$ cat src/rtl/mips_pkg.sv
// Shared definitions for the MIPS instruction issuer.
//   - MIPS opcode / funct constants used to build and decode program words
//   - the six register addresses the MIPS block exposes on its output ports
//   - issuer FSM state encoding
//   - issue_entry_t: one program entry {instr[31:0], oreg[19:0]}
package mips_pkg;

   localparam logic [5:0] OP_RTYPE = 6'b000000;
   localparam logic [5:0] OP_ADDI  = 6'b001000;

   localparam logic [5:0] FN_ADD = 6'b100000;
   localparam logic [5:0] FN_SUB = 6'b100010;
   localparam logic [5:0] FN_AND = 6'b100100;
   localparam logic [5:0] FN_OR  = 6'b100101;
   localparam logic [5:0] FN_SLT = 6'b101010;

   localparam logic [4:0] REG_R17 = 5'b10001;
   localparam logic [4:0] REG_R18 = 5'b10010;
   localparam logic [4:0] REG_R8  = 5'b01000;
   localparam logic [4:0] REG_R23 = 5'b10111;
   localparam logic [4:0] REG_R31 = 5'b11111;
   localparam logic [4:0] REG_R16 = 5'b10000;

   typedef enum logic [1:0] {
      ST_IDLE,
      ST_ISSUE,
      ST_WAIT,
      ST_DONE
   } issuer_state_t;

   typedef struct packed {
      logic [31:0] instr;
      logic [19:0] oreg;
   } issue_entry_t;

endpackage

$ cat src/rtl/mips_issuer_if.sv
// Handshake bus between the issuer (master) and the MIPS execution block (slave).
//   in_valid/instruction/output_reg : issuer -> MIPS, one instruction per in_valid pulse
//   out_valid/out_1..out_4          : MIPS -> issuer, the four selected register values
//   instruction_fail                : MIPS -> issuer, instruction could not be executed
interface mips_issuer_if;
   logic        in_valid;
   logic [31:0] instruction;
   logic [19:0] output_reg;
   logic        out_valid;
   logic [15:0] out_1;
   logic [15:0] out_2;
   logic [15:0] out_3;
   logic [15:0] out_4;
   logic        instruction_fail;

   modport master (
      output in_valid, instruction, output_reg,
      input  out_valid, out_1, out_2, out_3, out_4, instruction_fail
   );

   modport slave (
      input  in_valid, instruction, output_reg,
      output out_valid, out_1, out_2, out_3, out_4, instruction_fail
   );
endinterface

$ cat src/rtl/issuer_fifo.sv
// Synchronous program buffer, DEPTH x issue_entry_t, wrap-around pointers.
//   clk, rst_n : clock, synchronous active-low reset (empties the buffer)
//   push/wdata : write at tail (ignored when full)
//   pop        : advance head (ignored when empty)
//   flush      : discard all entries
//   head       : entry at the read pointer
//   full/empty/count : occupancy, count is $clog2(DEPTH)+1 bits
module issuer_fifo
   import mips_pkg::*;
#(
   parameter int DEPTH = 16
) (
   input  logic                     clk,
   input  logic                     rst_n,
   input  logic                     push,
   input  issue_entry_t             wdata,
   input  logic                     pop,
   input  logic                     flush,
   output issue_entry_t             head,
   output logic                     full,
   output logic                     empty,
   output logic [$clog2(DEPTH):0]   count
);

   localparam int AW = $clog2(DEPTH);
   localparam logic [AW:0] FULL_CNT = (AW+1)'(DEPTH);

   issue_entry_t   mem [DEPTH];
   logic [AW-1:0]  wr_ptr;
   logic [AW-1:0]  rd_ptr;
   logic           do_push;
   logic           do_pop;

   assign do_push = push && !full;
   assign do_pop  = pop && !empty;
   assign full    = (count == FULL_CNT);
   assign empty   = (count == '0);
   assign head    = mem[rd_ptr];

   // DEPTH is a power of two, so the pointers wrap naturally.
   always_ff @(posedge clk) begin
      if (!rst_n || flush) begin
         wr_ptr <= '0;
         rd_ptr <= '0;
         count  <= '0;
      end else begin
         if (do_push) wr_ptr <= wr_ptr + AW'(1);
         if (do_pop)  rd_ptr <= rd_ptr + AW'(1);
         case ({do_push, do_pop})
            2'b10:   count <= count + (AW+1)'(1);
            2'b01:   count <= count - (AW+1)'(1);
            default: count <= count;
         endcase
      end
   end

   always_ff @(posedge clk) begin
      if (do_push) mem[wr_ptr] <= wdata;
   end

endmodule

$ cat src/rtl/mips_issuer.sv
// Instruction issuer for the MIPS execution block.
// Buffers a program of (instruction, output-register-select) pairs, and on
// start issues them one at a time, waits for each MIPS response and returns
// the captured register values upstream. Counts fails and aborts on a hang.
//   clk, rst_n            : clock, synchronous active-low reset
//   load_valid/instr/oreg : program entry from the loader, accepted with load_ready
//   load_ready            : combinational, high only in IDLE with buffer space
//   start                 : begin a run (IDLE only)
//   mips                  : master side of the MIPS handshake bus
//   res_valid/data/fail/timeout/index : one-cycle result strobe and its payload
//   busy, done            : run in progress / one-cycle end-of-run pulse
//   fail_count            : fails plus timeouts of the last or current run
module mips_issuer
   import mips_pkg::*;
#(
   parameter int DEPTH   = 16,
   parameter int TIMEOUT = 8
) (
   input  logic                         clk,
   input  logic                         rst_n,
   input  logic                         load_valid,
   input  logic [31:0]                  load_instr,
   input  logic [19:0]                  load_oreg,
   output logic                         load_ready,
   input  logic                         start,
   mips_issuer_if.master                mips,
   output logic                         res_valid,
   output logic [63:0]                  res_data,
   output logic                         res_fail,
   output logic                         res_timeout,
   output logic [$clog2(DEPTH)-1:0]     res_index,
   output logic                         busy,
   output logic                         done,
   output logic [$clog2(DEPTH+1)-1:0]   fail_count
);

   localparam int IW = $clog2(DEPTH);
   localparam int CW = $clog2(DEPTH+1);
   localparam int TW = $clog2(TIMEOUT);
   localparam logic [TW-1:0] TMO_LAST = TW'(TIMEOUT - 1);

   issuer_state_t       state;
   issue_entry_t        load_entry;
   issue_entry_t        head;
   issue_entry_t        first_entry;
   logic                push;
   logic                pop;
   logic                flush;
   logic                full;
   logic                empty;
   logic [IW:0]         fifo_count;
   logic [IW-1:0]       index;
   logic [TW-1:0]       timer;
   logic                tmo_hit;

   assign load_entry = '{instr: load_instr, oreg: load_oreg};
   assign load_ready = (state == ST_IDLE) && !full;
   assign push       = load_valid && load_ready;
   assign pop        = (state == ST_ISSUE);
   assign tmo_hit    = (state == ST_WAIT) && !mips.out_valid && (timer == TMO_LAST);
   assign flush      = tmo_hit;

   // A load accepted in the same cycle as start is part of the run; when the
   // buffer is still empty it is not yet visible at the head, so bypass it.
   assign first_entry = empty ? load_entry : head;

   issuer_fifo #(.DEPTH(DEPTH)) u_fifo (
      .clk   (clk),
      .rst_n (rst_n),
      .push  (push),
      .wdata (load_entry),
      .pop   (pop),
      .flush (flush),
      .head  (head),
      .full  (full),
      .empty (empty),
      .count (fifo_count)
   );

   occupancy_bound: assert property (@(posedge clk) disable iff (!rst_n)
      fifo_count <= (IW+1)'(DEPTH));

   // in_valid is set on the edge that enters ISSUE so it is high exactly while
   // the FSM sits in ISSUE. The timer counts cycles since in_valid, so the
   // abort decision lands TIMEOUT-1 cycles after the issue cycle.
   always_ff @(posedge clk) begin
      if (!rst_n) begin
         state            <= ST_IDLE;
         mips.in_valid    <= 1'b0;
         mips.instruction <= '0;
         mips.output_reg  <= '0;
         res_valid        <= 1'b0;
         res_data         <= '0;
         res_fail         <= 1'b0;
         res_timeout      <= 1'b0;
         res_index        <= '0;
         busy             <= 1'b0;
         done             <= 1'b0;
         fail_count       <= '0;
         index            <= '0;
         timer            <= '0;
      end else begin
         res_valid     <= 1'b0;
         done          <= 1'b0;
         mips.in_valid <= 1'b0;
         case (state)
            ST_IDLE: begin
               if (start) begin
                  fail_count <= '0;
                  index      <= '0;
                  busy       <= 1'b1;
                  if (!empty || push) begin
                     state            <= ST_ISSUE;
                     mips.in_valid    <= 1'b1;
                     mips.instruction <= first_entry.instr;
                     mips.output_reg  <= first_entry.oreg;
                  end else begin
                     state <= ST_DONE;
                  end
               end
            end
            ST_ISSUE: begin
               timer <= TW'(1);
               state <= ST_WAIT;
            end
            ST_WAIT: begin
               if (mips.out_valid) begin
                  res_valid   <= 1'b1;
                  res_data    <= {mips.out_4, mips.out_3, mips.out_2, mips.out_1};
                  res_fail    <= mips.instruction_fail;
                  res_timeout <= 1'b0;
                  res_index   <= index;
                  index       <= index + IW'(1);
                  if (mips.instruction_fail) fail_count <= fail_count + CW'(1);
                  if (!empty) begin
                     state            <= ST_ISSUE;
                     mips.in_valid    <= 1'b1;
                     mips.instruction <= head.instr;
                     mips.output_reg  <= head.oreg;
                  end else begin
                     state <= ST_DONE;
                  end
               end else if (tmo_hit) begin
                  res_valid   <= 1'b1;
                  res_data    <= '0;
                  res_fail    <= 1'b0;
                  res_timeout <= 1'b1;
                  res_index   <= index;
                  fail_count  <= fail_count + CW'(1);
                  state       <= ST_DONE;
               end else begin
                  timer <= timer + TW'(1);
               end
            end
            ST_DONE: begin
               done  <= 1'b1;
               busy  <= 1'b0;
               state <= ST_IDLE;
            end
            default: state <= ST_IDLE;
         endcase
      end
   end

endmodule

$ cat src/flat_wrapper.sv
// flat-port wrapper written by rule: the top's interface ports become plain ports
module mips_issuer_flat import mips_pkg::*;
#(
   parameter int DEPTH   = 16,
   parameter int TIMEOUT = 8
)
  (clk, rst_n, load_valid, load_instr, load_oreg, load_ready, start, res_valid, res_data, res_fail, res_timeout, res_index, busy, done, fail_count, mips_in_valid, mips_instruction, mips_output_reg, mips_out_valid, mips_out_1, mips_out_2, mips_out_3, mips_out_4, mips_instruction_fail);
  mips_issuer_if mips_i ();
  input  logic clk;
  input  logic rst_n;
  input  logic load_valid;
  input  logic [31:0] load_instr;
  input  logic [19:0] load_oreg;
  output logic load_ready;
  input  logic start;
  output logic res_valid;
  output logic [63:0] res_data;
  output logic res_fail;
  output logic res_timeout;
  output logic [$clog2(DEPTH)-1:0] res_index;
  output logic busy;
  output logic done;
  output logic [$clog2(DEPTH+1)-1:0] fail_count;
  output wire logic [$bits(mips_i.in_valid)-1:0] mips_in_valid;
  output wire logic [$bits(mips_i.instruction)-1:0] mips_instruction;
  output wire logic [$bits(mips_i.output_reg)-1:0] mips_output_reg;
  input wire logic [$bits(mips_i.out_valid)-1:0] mips_out_valid;
  input wire logic [$bits(mips_i.out_1)-1:0] mips_out_1;
  input wire logic [$bits(mips_i.out_2)-1:0] mips_out_2;
  input wire logic [$bits(mips_i.out_3)-1:0] mips_out_3;
  input wire logic [$bits(mips_i.out_4)-1:0] mips_out_4;
  input wire logic [$bits(mips_i.instruction_fail)-1:0] mips_instruction_fail;
  assign mips_in_valid = mips_i.in_valid;
  assign mips_instruction = mips_i.instruction;
  assign mips_output_reg = mips_i.output_reg;
  assign mips_i.out_valid = mips_out_valid;
  assign mips_i.out_1 = mips_out_1;
  assign mips_i.out_2 = mips_out_2;
  assign mips_i.out_3 = mips_out_3;
  assign mips_i.out_4 = mips_out_4;
  assign mips_i.instruction_fail = mips_instruction_fail;
  mips_issuer #(.DEPTH(DEPTH), .TIMEOUT(TIMEOUT)) u_core (.clk(clk), .rst_n(rst_n), .load_valid(load_valid), .load_instr(load_instr), .load_oreg(load_oreg), .load_ready(load_ready), .start(start), .mips(mips_i), .res_valid(res_valid), .res_data(res_data), .res_fail(res_fail), .res_timeout(res_timeout), .res_index(res_index), .busy(busy), .done(done), .fail_count(fail_count));
endmodule
$ cat config.mk
export PLATFORM = sky130hd
export DESIGN_NAME = mips_issuer_flat
export DESIGN_NICKNAME = d
export VERILOG_FILES = /design/src/rtl/mips_pkg.sv /design/src/rtl/mips_issuer_if.sv /design/src/rtl/issuer_fifo.sv /design/src/rtl/mips_issuer.sv /design/src/flat_wrapper.sv
export SDC_FILE = /design/constraint.sdc
export NUM_CORES = 1
export LEC_CHECK = 0
export CAP_MARGIN = 0
export CORE_MARGIN = 2
export CORE_UTILIZATION = 53
export DETAILED_ROUTE_END_ITERATION = 8
export PLACE_DENSITY = 0.73
export SYNTH_ARGS = -nofsm -noshare
export SYNTH_HDL_FRONTEND = slang
export SYNTH_SLANG_ARGS = --single-unit
$ cat constraint.sdc
create_clock -name clk -period 6.73 [get_ports clk]
set_input_delay 2.019 -clock clk [delete_from_list [all_inputs] [get_ports clk]]
set_output_delay 2.019 -clock clk [all_outputs]
set_load 0.005 [all_outputs]
# Word-level counts from Yosys, hierarchy flattened
# Memories as Yosys holds them, arrays and structs flattened. A register that Yosys moved wholly into a read port is not among the register bits.
# Index checks and enable logic that the tools add are counted.
# word_totals
n_memories	1
wordCells	118
output_inout_bits	132
ram_bits	832
reg_bits	153
in_bits	122
# mem_list
name	depth	word_bits	rd	rd_ports_with_merged_regs	write_ports	line_no	source
u_core.u_fifo.mem	16	52	1	1	1	issuer_fifo.sv:28	issue_entry_t mem [DEPTH];
# classes
n_mux	51
reduce_logical	27
add_sub_neg	7
n_eq_ne	15
# op_table
op	n
$mux 32	4
$mux 64	2
$mux 20	4
$pmux 32 s2	1
$mux 52	1
$pmux 20 s2	1
$mux 4	6
$mux 5	4
$pmux 5 s2	2
$mux 1	14
$add 4x1->4 const B	3
$ne 2x2->1 const B	6
$add 5x1->5 const B	2
$mux 2	5
$reduce_bool 2->1	5
$pmux 2 s4	1
$pmux 4 s2	1
$reduce_and 2->1	4
$eq 2x2->1 const B	3
$logic_and 1x1->1	6
$mux 3	2
$ne 3x3->1 const B	2
$pmux 3 s2	1
$reduce_and 3->1	2
other kinds (12)	18

# Depth between registers and ports, before layout
# Gate-level depths: netlist of run 1.
# depth
word_depth	8
mapped_depth	12
depth_no_buf	11

# Hierarchy
# A second synthesis of run 1 with hierarchy kept.
# hier_totals
cells_unflattened	1908
area_unflattened_um2	37903.9
# modules_own_cells
mod	cells_per_inst	seq_area_each_um2	n_inst	area_each_um2
issuer_fifo	1282	25324.3	1	32227.2
mips_issuer	626	2802.7	1	5676.7

# Worst setup path after synthesis of run 1
# No wires, ideal clock.
# synth_path
kind	input to register
from	input port load_valid
to	memory u_core.u_fifo.mem[3][0] (netlist name) (enable)
setup_time_ns	0.526
t_required_ns	6.204
cell_stages	4
n_path_buf	0
setup_slack_ns	-0.178
arrival_ns	6.382
path_cell_list	inv_1 a2111oi_4 nand2_1 nor3_1
# synth_between
elab_chain_cells	4
# synth_lines
element	line_no	source
start, declared	flat_wrapper.sv:11	input logic load_valid;
$logic_and 1x1->1	mips_issuer.sv:58	assign push = load_valid && load_ready;
$logic_and 1x1->1	issuer_fifo.sv:34	assign do_push = push && !full;
$mux 1	issuer_fifo.sv:58	if (do_push) mem[wr_ptr] <= wdata;
$mux 1 (not written as such)	issuer_fifo.sv:58	
end, declared	issuer_fifo.sv:28	
# No other way between the ends.

# Worst setup path in the final report of run 1
# layout_path
from	input port load_valid
to	memory u_core.u_fifo.mem[4][1] (netlist name) (enable)
# Same word-level chain as after synthesis.

==> metrics.yaml, run 1 <==
critical_path:
  r2r_setup_slack_ps: 3400
  crit_required_ps: 7060
  startpoint_type: "input port"
  arrival_ps: 4940
  worst-path-max-fanout: 30
  regToRegStartpoint: "u_core.u_fifo.count[1]"
  critical_path_class: "input port to flip-flop"
  timing.rr.end: "u_core.u_fifo.mem[4][1]"
  reg2reg_depth: 5
  end_kind: "flip-flop"
clock_network:
  cts_made_buffers: 97
  clock-sinks: 989
  path_clk_slew_ps: 60
  postCtsSetupRepairBufs: 0
  ctsResizeCount: 0
  htreeDepth: 3
  insertion_delay_ps: 660
  cts-root-buf: "clkbuf_16"
  clockBufferDepth: 3
  cts_tree: "done"
  cts-hold-fix-buffers: 0
timing:
  holdWs_ps: 493
  tns_ps: 0
  skew_ps: 29.6
  relSlewSlack_pct: 32.2
  rsz0062_at_grt: "no"
  slew_violations: 0
  hold_viol_final: 0
  tightest_slew_ps: 1010
  period_share_pct: 68.5
  period_needed_ps: 4610
  timing.fmax_mhz: 217
  finalSetupViolations: 0
yosys:
  mappedNetlistNets: 1980
  synthArstFlopShare_pct: 0
  yosysTopAreaCell: "edfxtp_1"
  ys_types: 51
  syn_area_per_cell_um2: 20.0
  synth.ff_latch_count: 989
  synth_cells: 1845
  yosysSeqAreaShare_pct: 76.3
  yosysWarnings: 0
  synthFlopType: "edfxtp_1"
  synth_area_leaders: "edfxtp_1, mux4_2, dfxtp_1"
  synth_top_cells_by_count: "edfxtp_1, mux4_2, a22oi_1, dfxtp_1, nor2_1"
  synth_top_area_share_pct: 67.8
  synth_area_mm2: 0.0369
  synth_edf_count: 832
  yosysMostFrequentCell: "edfxtp_1"
hold_path:
  hold_end: "u_core.timer[0]"
  holdCritStartpoint: "u_core.timer[0]"
  hold_depth: 2
  hold_class: "flip-flop to flip-flop"
place:
  place_area_mm2: 0.0405
  dp_hpwl_um: 43500
  dp_cells: 2948
  port_buffers: 253
  finalWeightedCongestion: 0.782
grt:
  grt_first_pass_wirelength_um: 121000
  overflow: 0
  grt_antenna_before_repair: 3
  first_global_vias: 19700
  grt.total_usage_pct: 22.6
  grt_max_degree: 93
drt:
  first_iter_violations: 1731
  vias: 19000
  ant_nets: 0
  remaining_drc_errors: 0
  drt_wl_total_um: 80100
  avgRoutedWirePerCell_um: 25.6
  first_pass_iters: 5
  vias_per_cell: 6.07
floorplanning:
  io_pins: 254
  start_util_pct: 53.7
  dieHeight_um: 268
  core_area_mm2: 0.0687
  fp.dieW_um: 268
  rows: 96
  die_area_mm2: 0.0717
layout:
  layoutNonFillerInstCount: 3132
  syn_to_final_growth_pct: 18.6
  largest_register_ffs: 832
  top_register: "u_core.u_fifo.mem"
  reg_top3: "u_core.u_fifo.mem: 832 flops, u_core.res_data: 64 flops, u_core.mips.instruction: 32 flops"
  fin_nets: 2251
  fin_area_mm2: 0.0437
  drive_above_1_share_pct: 18.8
power:
  irDropWorstVdd_v: 0.000299
  power_leakage_nw: 13.7
  p_comb_share_pct: 9.7
  p_int_mw: 10.7
  powerDensity_mw_per_mm2: 315
  netSwitchingFraction_pct: 22.1
  sequentialPowerShare_pct: 51.0
  clkPwrFrac_pct: 39.3
  p_switching_mw: 3.04
flow_run:
  drv_cap: 0
outcome:
  status: "finished clean"
-- routing by layer --
layer  wire [um]  track usage (%)  vias up
met5           8                0        -
met4        1830             6.81        2
met3        5200             4.05      132
met2       41100             38.6      715
met1       32000             30.0     9943
li1            -                -     8214
-- power groups by stage --
stage	clock [mW]	sequential, mW	combinational [mW]
6_report	5.40	7.02	1.34
5_1_grt	5.73	7.04	1.45
4_1_cts	5.49	7.02	1.36
3_5_place_dp	0	7.15	1.36
3_3_place_gp	0	7.14	1.32
2_1_floorplan	0	7.09	0.787
-- final cells by class --
type | count | area [um^2]
clock inverter | 55 | 617
inverter | 10 | 37.5
sequential | 989 | 28100
fill | 4644 | 25000
timing repair buffer | 291 | 2890
antenna | 2 | 5.00
clock buffer | 127 | 2570
tap | 931 | 1160
multi-input combinational | 727 | 8310
-- worst max-delay path by stage --
stage                           from                        to  depth (start not counted)
after floorplan           load_valid   u_core.u_fifo.mem[7][0]                          4
after global placement    load_valid  u_core.u_fifo.mem[5][49]                          6
after detailed placement  load_valid  u_core.u_fifo.mem[4][41]                          6
after CTS                 load_valid   u_core.u_fifo.mem[4][5]                          6
after global routing      load_valid    u_core.u_fifo.count[4]                         12
final                     load_valid   u_core.u_fifo.mem[4][1]                          6
-- cell usage in the layout, fill, tap and decap left out, types with 3 or more instances in the layout --
cell	count
a21oi_1	67
a221o_1	51
clkdlybuf4s50_1	253
o21ai_0	4
buf_12	6
clkinv_2	13
nand2b_1	8
a22oi_1	169
nor2_4	14
nor3b_1	3
nor2_1	100
buf_4	32
clkinv_1	19
a211oi_1	3
nand2_1	15
dfxtp_1	155
nand4_1	5
nor3_4	5
edfxtp_1	832
inv_6	3
clkbuf_1	28
bufinv_16	12
ha_1	13
xor2_1	10
xnor2_1	5
inv_1	9
clkbuf_16	98
mux4_2	206
nand3_1	4
mux2i_1	11
-- logic make-up (layout without fill, tap and decap cells) --
| family | count (synthesis) | in the layout | synth area share (%) |
|---|---|---|---|
| flops | 989 | 989 | 76.3 |
| compound gates | 311 | 311 | 6.26 |
| mux | 218 | 218 | 12.9 |
| simple gates | 170 | 170 | 2.06 |
| buf+inv | 129 | 483 | 1.68 |
| xor+xnor | 15 | 15 | 0.356 |
| fa+ha+maj | 13 | 13 | 0.441 |
| other cells | 0 | 2 | 0 |
-- critical path: stages --
cell	delay (ps)
clkdlybuf4s50_1	510
inv_1	80
a2111oi_4	680
nand2_1	410
nor2_4	870
buf_12	340
-- per-stage QoR --
step	power, mW	utilization [%]	setup slack (ps)
final	13.8	63.7	2120
after detailed placement	8.50	59.0	1410
after global routing	14.2	63.7	1990
after floorplan	7.88	-	1210
after global placement	8.46	59.0	1520
after CTS	13.9	63.6	2120
Note: power is estimated with default switching activity, not from simulation.
==> run 2: changes to the inputs <==
==> constraint.sdc (replaced) <==
create_clock -name clk -period 3.9 [get_ports clk]
set_input_delay 1.17 -clock clk [delete_from_list [all_inputs] [get_ports clk]]
set_output_delay 1.17 -clock clk [all_outputs]
set_load 0.005 [all_outputs]
==> metrics.yaml, run 2 (same netlist as run 1, synthesis figures left out) <==
outcome:
  status: "finished clean"  # unchanged
drt:
  ant_nets: 0  # unchanged
  vias_per_cell: 6.11  # was 6.07
  remaining_drc_errors: 0  # unchanged
  drt_wl_total_um: 82600  # was 80100 um
  first_iter_violations: 1702  # was 1731
  first_pass_iters: 5  # unchanged
  vias: 19300  # was 19000
  avgRoutedWirePerCell_um: 26.2  # was 25.6 um
clock_network:
  postCtsSetupRepairBufs: 0  # unchanged
  ctsResizeCount: 0  # unchanged
  cts_made_buffers: 95  # was 97
  cts-hold-fix-buffers: 0  # unchanged
  clock-sinks: 989  # unchanged
  path_clk_slew_ps: 60  # about the same
  htreeDepth: 3  # unchanged
  cts-root-buf: "clkbuf_16"  # unchanged
  cts_tree: "done"  # unchanged
  clockBufferDepth: 3  # unchanged
  insertion_delay_ps: 660  # about the same
power:
  power_leakage_nw: 13.9  # was 13.7 nW
  powerDensity_mw_per_mm2: 537  # was 315 mW/mm^2
  finalPower_mw: 23.8  # was 13.8 mW
  irDropWorstVdd_v: 0.000490  # was 0.000299 V
grt:
  grt_antenna_before_repair: 2  # was 3
  grt_max_degree: 82  # was 93
  grt_first_pass_wirelength_um: 125000  # was 121000 um
  overflow: 0  # unchanged
  first_global_vias: 19900  # was 19700
  grt.total_usage_pct: 23.4  # was 22.6%
critical_path:
  critical_path_class: "flip-flop to output pin"  # was input port to flip-flop
  crit_required_ps: 2730  # was 7060 ps
  cpPeakStageDelay_ps: 500  # was 870 ps
  r2r_setup_slack_ps: 790  # was 3400 ps
  startpoint_type: "flip-flop"  # was input port
  path_delay_family: "buffers and inverters"  # was simple AND/OR/NAND/NOR gates
  worst-path-max-fanout: 8  # was 30
  end_kind: "output pin"  # was flip-flop
  cpMaxStageDelayCell: "clkdlybuf4s50_1"  # was nor2_4
  cp_cell_sequence: "nor4_4 > a211oi_1 > clkdlybuf4s50_1"  # was clkdlybuf4s50_1 > inv_1 > a2111oi_4 > nand2_1 > nor2_4 > buf_12
  reg2reg_depth: 10  # was 5
  regToRegStartpoint: "u_core.state[0]"  # was u_core.u_fifo.count[1]
  timing.rr.end: "u_core.u_fifo.count[4]"  # was u_core.u_fifo.mem[4][1]
  cp_num_buf_inv: 1  # was 3
  arrival_ps: 2150  # was 4940 ps
floorplanning:
  io_pins: 254  # unchanged
  dieHeight_um: 268  # unchanged
  rows: 96  # unchanged
  fp.dieW_um: 268  # unchanged
  start_util_pct: 53.7  # unchanged
  core_area_mm2: 0.0687  # unchanged
  die_area_mm2: 0.0717  # unchanged
timing:
  tightest_slew_ps: 1170  # was 1010 ps
  finalSetupViolations: 0  # unchanged
  slew_violations: 0  # unchanged
  skew_ps: 31.6  # was 29.6 ps
  relSlewSlack_pct: 21.7  # was 32.2%
  rsz0062_at_grt: "no"  # unchanged
  timing.fmax_mhz: 301
  hold_viol_final: 0  # unchanged
  holdWs_ps: 483  # was 493 ps
  period_needed_ps: 3320
  period_share_pct: 85.1
layout:
  drive_above_1_share_pct: 20.2  # was 18.8%
  insertedDiodeCount: 0  # was 2
  syn_to_final_growth_pct: 20.1  # was 18.6%
  fin_nets: 2278  # was 2251
  final_common_cell: "edfxtp_1"  # unchanged
  fillers: 4621  # was 4644
  reg_top3: "u_core.u_fifo.mem: 832 flops, u_core.res_data: 64 flops, u_core.mips.instruction: 32 flops"  # unchanged
  top_register: "u_core.u_fifo.mem"  # unchanged
  largest_register_ffs: 832  # unchanged
  final_cell_mix: "edfxtp_1, clkdlybuf4s50_1, mux4_2"  # unchanged
hold_path:
  hold_depth: 2  # unchanged
  holdCritStartpoint: "u_core.timer[2]"  # was u_core.timer[0]
  hold_end: "u_core.timer[2]"  # was u_core.timer[0]
  hold_class: "flip-flop to flip-flop"  # unchanged
flow_run:
  drv_cap: 0  # unchanged
place:
  finalWeightedCongestion: 0.770  # was 0.782
  port_buffers: 253  # unchanged
  dp_hpwl_um: 45700  # was 43500 um
==> run 2: cell count changes in the layout (fill, tap and decap cells not counted) <==
cell        delta
clkinv_1       -7
bufinv_16      -3
inv_6          -3
diode_2        -2
buf_12        +27
clkbuf_8       +8
buf_4          +2
inv_16         -1
clkinvlp_2     -1
clkinv_2       +3
clkbuf_16      -1
clkinvlp_4     +2
clkinv_8       +3
clkbuf_1       -2
==> run 2: final cells by class <==
class                      instances  area, um^2  area share, %
clock inverter                    48         528           1.19
multi-input combinational        727        8310           18.8
timing repair buffer             320        3450           7.79
sequential                       989       28100           63.5
tap                              931        1160           2.63
clock buffer                     132        2650           5.98
inverter                          10        37.5         0.0848
==> run 2: metrics by stage <==
stage	TNS [ps]	utilization (%)	std cells	worst slack, ps	cell area, um^2
floorplan	-462340	-	1845	-766	36900
global placement	0	59.8	2977	58.7	41100
detailed placement	0	59.8	2977	56.1	41100
CTS	0	64.4	3157	541	44300
global route	0	64.4	3157	493	44300
finish	0	64.4	3157	582	44300
==> run 2: worst reg2reg max path, delay by kind of cell (launching register included) <==
kind | cells | cell delay, ps
xor+xnor | 1 | 170
compound gates | 4 | 1050
flops | 1 | 630
fa+ha+maj | 2 | 540
simple gates | 3 | 620
==> run 2: per-layer routing <==
metal  GRT usage, %  vias up  part of all wire (%)
met4           6.43        4                   2.3
met2           40.1      818                    51
met1           31.0    10100                    39
li1               -     8257                     -
met3           4.47      131                   7.3
met5              0        -                 0.033
==> run 2: where the power goes <==
part	switching (mW)	internal [mW]	leakage (nW)
registers	0.267	11.9	8.78
clock network	3.87	5.37	1.55
logic	1.16	1.25	3.60
total	5.30	18.5	13.9
==> run 2: worst max-delay path by stage <==
stage / from / endpoint / slack, ps / cells after the start
after floorplan: load_valid / u_core.u_fifo.mem[7][0] / -770 / 4
after global placement: load_valid / u_core.u_fifo.count[4] / 60 / 12
after detailed placement: load_valid / u_core.u_fifo.count[4] / 60 / 12
after CTS: u_core.u_fifo.count[1] / load_ready / 540 / 3
after global routing: u_core.u_fifo.count[1] / load_ready / 490 / 3
final: u_core.u_fifo.count[1] / load_ready / 580 / 3
==> run 3: changes to the inputs <==
--- a/config.mk
+++ b/config.mk
@@ -8,6 +8,7 @@
 export CAP_MARGIN = 0
 export CORE_MARGIN = 2
 export CORE_UTILIZATION = 53
+export CTS_BUF_LIST = sky130_fd_sc_hd__clkbuf_8 sky130_fd_sc_hd__clkbuf_16
 export DETAILED_ROUTE_END_ITERATION = 8
 export PLACE_DENSITY = 0.73
 export SYNTH_ARGS = -nofsm -noshare
==> metrics.yaml, run 3 (same netlist as run 1, synthesis figures left out) <==
grt:
  grt_first_pass_wirelength_um: 125000  # unchanged
  grt_antenna_before_repair: 2  # unchanged
  grt_max_degree: 82  # unchanged
  grt.total_usage_pct: 23.4  # unchanged
  first_global_vias: 19900  # unchanged
  overflow: 0  # unchanged
drt:
  drt_wl_total_um: 82700  # was 82600 um
  vias_per_cell: 6.11  # about the same
  vias: 19300  # about the same
  avgRoutedWirePerCell_um: 26.2  # about the same
  first_iter_violations: 1711  # was 1702
  first_pass_iters: 5  # unchanged
  remaining_drc_errors: 0  # unchanged
  ant_nets: 0  # unchanged
hold_path:
  hold_class: "flip-flop to flip-flop"  # unchanged
timing:
  period_share_pct: 85.1  # about the same
  tns_ps: 0  # unchanged
  timing.fmax_mhz: 301  # about the same
  relSlewSlack_pct: 22.4  # was 21.7%
  finalSetupViolations: 0  # unchanged
  rsz0062_at_grt: "no"  # unchanged
  hold_viol_final: 0  # unchanged
  tightest_slew_ps: 1160  # was 1170 ps
  slew_violations: 0  # unchanged
  period_needed_ps: 3320  # about the same
  skew_ps: 30.4  # was 31.6 ps
floorplanning:
  dieHeight_um: 268  # unchanged
  io_pins: 254  # unchanged
  start_util_pct: 53.7  # unchanged
  rows: 96  # unchanged
  fp.dieW_um: 268  # unchanged
  die_area_mm2: 0.0717  # unchanged
  core_area_mm2: 0.0687  # unchanged
critical_path:
  end_kind: "output pin"  # unchanged
  worstSetupStartpoint: "u_core.u_fifo.count[1]"  # unchanged
  timing.rr.end: "u_core.u_fifo.count[4]"  # unchanged
  r2r_setup_slack_ps: 810  # was 790 ps
  critical_path_class: "flip-flop to output pin"  # unchanged
  startpoint_type: "flip-flop"  # unchanged
  worst-path-max-fanout: 8  # unchanged
  regToRegStartpoint: "u_core.state[0]"  # unchanged
  crit_path_end: "load_ready"  # unchanged
  reg2reg_depth: 10  # unchanged
  crit_required_ps: 2730  # about the same
  arrival_ps: 2150  # about the same
layout:
  top_register: "u_core.u_fifo.mem"  # unchanged
  layoutNonFillerInstCount: 3157  # unchanged
  reg_top3: "u_core.u_fifo.mem: 832 flops, u_core.res_data: 64 flops, u_core.mips.instruction: 32 flops"  # unchanged
  largest_register_ffs: 832  # unchanged
  final_cell_mix: "edfxtp_1, clkdlybuf4s50_1, mux4_2"  # unchanged
  fin_nets: 2278  # unchanged
  final_common_cell: "edfxtp_1"  # unchanged
  fin_area_mm2: 0.0443  # unchanged
  drive_above_1_share_pct: 20.2  # unchanged
  final_core_util_pct: 64.4  # unchanged
  syn_to_final_growth_pct: 20.1  # unchanged
  insertedDiodeCount: 0  # unchanged
power:
  netSwitchingFraction_pct: 22.3  # about the same
  clkPwrFrac_pct: 38.7  # was 38.9%
  irDropWorstVdd_v: 0.000490  # about the same
  sequentialPowerShare_pct: 51.1  # was 51.0%
  p_int_mw: 18.4  # was 18.5 mW
  power_leakage_nw: 14.0  # was 13.9 nW
  powerDensity_mw_per_mm2: 535  # was 537 mW/mm^2
  finalPower_mw: 23.7  # was 23.8 mW
  p_switching_mw: 5.30  # about the same
  p_comb_share_pct: 10.2  # was 10.1%
place:
  finalWeightedCongestion: 0.770  # unchanged
  place_area_mm2: 0.0411  # unchanged
  port_buffers: 253  # unchanged
  dp_cells: 2977  # unchanged
  dp_hpwl_um: 45700  # unchanged
clock_network:
  clockBufferDepth: 3  # unchanged
  htreeDepth: 3  # unchanged
  insertion_delay_ps: 660  # about the same
  clock-sinks: 989  # unchanged
  ctsResizeCount: 0  # unchanged
  postCtsSetupRepairBufs: 0  # unchanged
  cts_tree: "done"  # unchanged
  cts-root-buf: "clkbuf_16"  # unchanged
  cts-hold-fix-buffers: 0  # unchanged
  path_clk_slew_ps: 60  # about the same
  cts_made_buffers: 95  # unchanged
flow_run:
  drv_cap: 0  # unchanged
outcome:
  status: "finished clean"  # unchanged
[run 3: critical path, cell delays in order (launching register included)]
cell	delay [ps]
dfxtp_1	410
nor4_4	480
a211oi_1	130
clkdlybuf4s50_1	500
[run 3: power groups by stage]
| stage | logic, mW | clock network, mW | registers, mW |
|---|---|---|---|
| final | 2.41 | 9.17 | 12.1 |
| after global routing | 2.61 | 9.73 | 12.2 |
| after CTS | 2.45 | 9.32 | 12.1 |
| after detailed placement | 2.42 | 0 | 12.3 |
| after global placement | 2.37 | 0 | 12.3 |
| after floorplan | 1.36 | 0 | 12.2 |
[run 3: stage by stage]
step                setup WS (ps)  hold slack [ps]
floorplan                    -766              451
global route                  493              499
global placement             58.7              459
detailed placement           56.1              474
CTS                           541              483
finish                        580              483
[run 3: layout make-up]
cell class	instances	area, um^2
Fill cell	4621	24400
Timing Repair Buffer	320	3450
Inverter	10	37.5
Tap cell	931	1160
Sequential cell	989	28100
Clock buffer	106	2550
Multi-Input combinational cell	727	8310
Clock inverter	74	626
[run 3: how the worst min path moves through the flow]
stage,slack (ps),cells past startpoint,start,to
global route,500,2,u_core.timer[2],u_core.timer[2]
detailed placement,470,2,u_core.index[3],u_core.index[3]
floorplan,450,2,u_core.index[3],u_core.index[3]
finish,480,2,u_core.timer[2],u_core.timer[2]
global placement,460,2,u_core.timer[1],u_core.timer[1]
CTS,480,2,u_core.index[3],u_core.index[3]
[run 3: metal layers]
metal,track usage (%),routed length (um)
met1,31.0,32600
met3,4.47,5880
met5,0,27
met2,40.1,42300
met4,6.43,1880
